==> config.mk <==
export PLATFORM = sky130hd
export DESIGN_NAME = imm_encoder
export DESIGN_NICKNAME = d
export VERILOG_FILES = /design/src/rtl/imm_encoder.sv
export SDC_FILE = /design/constraint.sdc
export NUM_CORES = 1
export LEC_CHECK = 0
export CAP_MARGIN = 0
export CORE_MARGIN = 4
export CORE_UTILIZATION = 35
export DETAILED_ROUTE_END_ITERATION = 10
export PLACE_DENSITY = 0.58
export SLEW_MARGIN = 20
export SYNTH_ARGS = -nofsm -noshare
export SYNTH_HDL_FRONTEND = slang
export SYNTH_SLANG_ARGS = --single-unit
==> constraint.sdc <==
create_clock -name clk -period 3.04 [get_ports clk]
set_clock_uncertainty 0.1 [all_clocks]
set_input_delay 0.304 -clock clk [delete_from_list [all_inputs] [get_ports clk]]
set_output_delay 0.304 -clock clk [all_outputs]
set_load 0.1 [all_outputs]
==> src/rtl/imm_encoder.sv <==
// Immediate encoder: scatters a 32-bit immediate into the RISC-V bit positions of the
// selected format over a caller template, with range checking and a saturating error count.
module imm_encoder #(
    parameter int CNT_W = 16
) (
    input  logic             clk,
    input  logic             rst,
    input  logic             in_valid,
    output logic             in_ready,
    input  logic [2:0]       EXTop,
    input  logic [31:0]      imm,
    input  logic [31:0]      tmpl,
    output logic             out_valid,
    input  logic             out_ready,
    output logic [31:0]      inst,
    output logic             err,
    output logic [CNT_W-1:0] err_cnt,
    input  logic             cnt_clr
);

    localparam logic [2:0] OP_I = 3'b000;
    localparam logic [2:0] OP_S = 3'b001;
    localparam logic [2:0] OP_B = 3'b010;
    localparam logic [2:0] OP_U = 3'b011;
    localparam logic [2:0] OP_J = 3'b100;

    localparam logic [CNT_W-1:0] CNT_ONE = {{(CNT_W-1){1'b0}}, 1'b1};

    logic               a_valid;
    logic [2:0]         a_op;
    logic [31:0]        a_imm;
    logic [31:0]        a_tmpl;
    logic signed [31:0] s_imm;
    logic [31:0]        enc_inst;
    logic               enc_legal;

    logic        b_valid;
    logic        b_ready;
    logic [31:0] b_inst;
    logic        b_err;

    assign b_ready   = !b_valid || out_ready;
    assign in_ready  = !a_valid || b_ready;
    assign out_valid = b_valid;
    assign inst      = b_inst;
    assign err       = b_err;
    assign s_imm     = $signed(a_imm);

    // NOTE: non-blocking assignments so every register samples pre-edge values, whatever the block order.
    always_ff @(posedge clk or posedge rst) begin
        if (rst) begin
            a_valid <= 1'b0;
        end else if (in_ready) begin
            a_valid <= in_valid;
        end
    end

    // NOTE: the request payload is deliberately not reset; it is only ever consumed while a_valid is set.
    always_ff @(posedge clk) begin
        if (in_ready && in_valid) begin
            a_op   <= EXTop;
            a_imm  <= imm;
            a_tmpl <= tmpl;
        end
    end

    // Range checks are on the full signed value, before any field is cut out of it.
    always_comb begin
        // NOTE: defaults first so every path assigns both outputs and no latch is inferred.
        enc_inst  = a_tmpl;
        enc_legal = 1'b0;
        case (a_op)
            OP_I: begin
                enc_inst[31:20] = a_imm[11:0];
                enc_legal       = (s_imm >= -32'sd2048) && (s_imm <= 32'sd2047);
            end
            OP_S: begin
                enc_inst[31:25] = a_imm[11:5];
                enc_inst[11:7]  = a_imm[4:0];
                enc_legal       = (s_imm >= -32'sd2048) && (s_imm <= 32'sd2047);
            end
            OP_B: begin
                enc_inst[31]    = a_imm[12];
                enc_inst[7]     = a_imm[11];
                enc_inst[30:25] = a_imm[10:5];
                enc_inst[11:8]  = a_imm[4:1];
                enc_legal       = (s_imm >= -32'sd4096) && (s_imm <= 32'sd4094) && !a_imm[0];
            end
            OP_U: begin
                enc_inst[31:12] = a_imm[31:12];
                enc_legal       = (a_imm[11:0] == 12'd0);
            end
            OP_J: begin
                enc_inst[31]    = a_imm[20];
                enc_inst[19:12] = a_imm[19:12];
                enc_inst[20]    = a_imm[11];
                enc_inst[30:21] = a_imm[10:1];
                enc_legal       = (s_imm >= -32'sd1048576) && (s_imm <= 32'sd1048574) && !a_imm[0];
            end
            default: ;
        endcase
        if (!enc_legal) begin
            enc_inst = a_tmpl;
        end
    end

    always_ff @(posedge clk or posedge rst) begin
        if (rst) begin
            b_valid <= 1'b0;
            b_inst  <= '0;
            b_err   <= 1'b0;
        end else if (b_ready) begin
            b_valid <= a_valid;
            if (a_valid) begin
                b_inst <= enc_inst;
                b_err  <= !enc_legal;
            end
        end
    end

    // A clear coinciding with an errored delivery leaves exactly that one error counted.
    always_ff @(posedge clk or posedge rst) begin
        if (rst) begin
            err_cnt <= '0;
        end else if (b_valid && out_ready && b_err) begin
            if (cnt_clr) begin
                err_cnt <= CNT_ONE;
            end else if (!(&err_cnt)) begin
                err_cnt <= err_cnt + CNT_ONE;
            end
        end else if (cnt_clr) begin
            err_cnt <= '0;
        end
    end

endmodule

==> flow_results.org <==
** Route
- Number of detailed-route iterations in the first pass :: 4
- Avg Vias per Cell :: 4.97
- DRC :: 0
- After detailed routing, the total wire length is 11900 µm.
- After the first detailed-routing iteration, the DRC count stood at 186.
- The routed layout has 3530 vias.
- Once detail routing completed, the nets flagged for antenna violations numbered 0.
- In the final routed layout, each cell accounts on average for 16.7 µm.

** Layout
- # diodes :: 0
- Synth-to-Final Area Change :: 37.1%
- Final nets :: 595
- Share of final-layout standard cells stronger than drive strength 1 :: 0.182
- With fillers left out, the area of the finished cells amounts to 6720 µm².
- For this run, the share of the core covered by cells in the final layout is 0.500.
- The finished layout holds 710 standard cells, fillers aside.
- Fill cells in the final layout number 1241.

** Clock tree
- The clock tree synthesis step divided the H-tree into 4 levels.
- Number of sinks handled by clock tree synthesis :: 118
- Clock tree synthesis inserted a total of 17 buffers.
- Gates resized during post-CTS repair numbered 0.
- Cell at the root of the clock tree :: clkbuf_16
- TritonCTS built the clock tree.
- For this design, the CTS-stage hold fixing added 0 buffers.
- Once the clock tree was built, the setup fixing pass inserted 0 buffers.
- Worst-path clk slew :: 0.05 ns
- For the worst-skew pair, the clock arrives at the later sink with an insertion delay of 0.40 ns.
- Max Buffers Root-to-Sink :: 2

** Power
- Maximum vdd ir drop :: between 500 and 600 µV
- P_leak :: 2.64 nW
- Power spread over the standard cell area amounts to approximately 710 nW/µm².

** Setup path
- Worst Setup Path Type :: reg2reg
- In this design, the stage delay of the slowest critical-path cell is 0.70 ns.
- Type of destination of the critical path :: flop
- Counting both buffers and inverters, the worst setup path holds a total of 1.
- Data arrives at the worst endpoint at 2.80 ns.
- Crit path max-delay cell type :: edfxtp_1
- Crit path max fanout :: 19
- STA puts the critical path data required time at about 3.2 ns.
- In this design, the largest share of critical-path delay is due to compound AO/OA/AOI/OAI gates.
- The worst setup path is launched from a flop.
- Walking the worst path, the cells encountered are nand2b_1 -> o31ai_2 -> a221oi_2 -> and2_1 -> buf_4 -> a221oi_1 -> o31ai_1.

** Die
- The die covers around 16000 µm².
- Number of primary I/O pins :: about 120
- Horizontal die dimension :: 126 µm
- Core region area :: around 13000 µm²
- Die height :: 126 µm
- In this run the core area contains 42 standard-cell rows.
- Initial standard-cell utilization of the core :: 0.364

** Timing
- Sum of negative setup slack :: 0 ns
- In this run the tightest slew margin relative to its limit is 0.416.
- The final hold violation count is 0.
- Highest achievable clock rate :: 384 MHz
- For the pin with the worst max-slew slack, the measured transition is 0.875 ns.
- Of the available clock period, the critical path in the final layout requires 0.856.
- Setup violations remaining at the end of the flow were counted as 0.
- Shortest clock period the worst path allows after layout :: 2.60 ns
- Setup repair after global routing left no endpoint under its margin.
- Final count of pins violating max slew :: 0

** Logic synthesis
- Dividing the synthesized area by the synthesized cell count gives 12.5 µm².
- Of all flip-flops after synthesis, the portion carrying an async set or reset was 0.432.
- Number of nets produced by synthesis :: ~460
- During synthesis, Yosys emitted a total of 0 warnings.
- In the synthesized netlist the dominant register cell turns out to be edfxtp_1.
- The mapped netlist covers around 4900 µm².
- Counting every instance in the synthesized netlist gives 391.
- Number of storage elements in the synthesis netlist :: 118
- For this run, the register share of the synthesized area comes to 0.671.
- Number of distinct library cells after synthesis :: 48
- The synthesized design contains 67 enable-type register cells.

** Global route
- Entering global routing, the biggest net connects 50 pins.
- Number of global-route vias before repair :: 3601
- For this run, the total global-route usage over all layers was measured as 0.153.
- Global-route wire length before repair :: 18900 µm
- Global routing finished with a remaining overflow of 0.
- The number of antenna violations at the first check in global routing was 0.

** Placed design
- The congestion estimate from routability-driven global placement came to roughly 0.88.
- Count of input and output buffers :: 122
- Summing all placed instances gives a cell area of 6190 µm².
- Once placement completed, the tool counted placed cells totaling 679.
- Half-perimeter wire length of the detailed placement result :: 8880 µm

** Worst hold path
- Hold Path Class :: in2async

** Flow run
- The tool flagged a number of max-cap violations equal to 0.

** Outcome
- Run status :: finished, final reports clean
==> registers in the layout (all words and copies together), names as in the netlist <==
signal / count
a_op: 3
err_cnt: 16
out_valid: 1
a_imm: 32
a_tmpl: 32
a_valid: 1
inst: 32
err: 1
==> stage by stage <==
stage	hold WS, ns	setup slack, ns	total power, mW
6_report	0.133	0.439	4.78
5_1_grt	0.175	0.168	4.98
4_1_cts	0.130	0.421	4.84
3_5_place_dp	0.326	0.420	3.05
3_3_place_gp	0.320	0.573	3.04
2_1_floorplan	0.303	0.332	2.71
==> layout make-up <==
class | count | area [µm²] | share of cell area
Clock buffer | 25 | 475 | 0.0708
Clock inverter | 6 | 51.3 | 0.00763
Inverter | 6 | 22.5 | 0.00335
Multi-Input combinational cell | 248 | 1490 | 0.221
Sequential cell | 118 | 3290 | 0.489
Tap cell | 176 | 220 | 0.0328
Timing Repair Buffer | 131 | 1170 | 0.175
==> final timing paths <==
path	from	to	slack (ns)	depth (start not counted)
min in group clk	a_tmpl[6]	inst[6]	0.33	2
hold reg to reg	a_tmpl[6]	inst[6]	0.33	2
setup / recovery	a_op[1]	inst[29]	0.44	7
hold / removal	rst	err_cnt[10]	0.13	2
max in group asynchronous	rst	inst[25]	2.11	3
setup reg to reg	a_op[1]	inst[29]	0.44	7
==> cell usage after synthesis, types with 8 or more instances <==
library cell / instances / area (µm²)
clkbuf_1: 10 / 37.5
nor2_1: 47 / 176
dfrtp_1: 51 / 1280
a31oi_1: 11 / 68.8
mux2i_1: 10 / 100
nand3_1: 8 / 40.0
nor4_1: 8 / 50.1
nand4_1: 9 / 56.3
xor2_1: 12 / 105
o31ai_1: 8 / 60.1
edfxtp_1: 67 / 2010
nand2_1: 45 / 169
a21oi_1: 24 / 120
o21ai_1: 13 / 65.1
==> report_power, final <==
group	leakage, nW	internal (mW)	switching, mW	total, mW
registers	1.27	1.85	0.101	1.95
logic	1.12	0.262	0.795	1.06
clock network	0.258	1.15	0.626	1.77
total	2.64	3.26	1.52	4.78
==> logic make-up (layout without fill, tap and decap cells) <==
kind of cell	Yosys count	after routing	share of synthesized area
AOI/OAI and AO/OA	77	77	0.111
DFF	118	118	0.671
xor gates and xnor gates	14	14	0.0250
and+or+nand+nor	146	146	0.145
muxes	10	10	0.0204
adders and majority gates	1	1	0.00255
buffers and inverters	25	168	0.0260
==> placed cells by master, fill, tap and decap left out, types with 8 or more instances in the layout <==
master            n
nor2_1           47
o31ai_1           8
o21ai_1          13
nor4_1            8
nand4_1           9
buf_4            59
a31oi_1          11
clkdlybuf4s50_1  71
mux2i_1          10
a21oi_1          24
dfrtp_1          50
xor2_1           12
edfxtp_1         67
nand2_1          45
clkbuf_16        17
nand3_1           8
==> metal layers <==
| metal | GRT usage | routed length, µm | vias to the layer above |
|---|---|---|---|
| met4 | 0.0688 | 250 | 0 |
| met2 | 0.238 | 5690 | 129 |
| li1 | - | - | 1694 |
| met3 | 0.0496 | 744 | 20 |
| met1 | 0.196 | 5170 | 1687 |
| met5 | 0 | 0 | - |
Note: power is estimated with default switching activity, not from simulation.
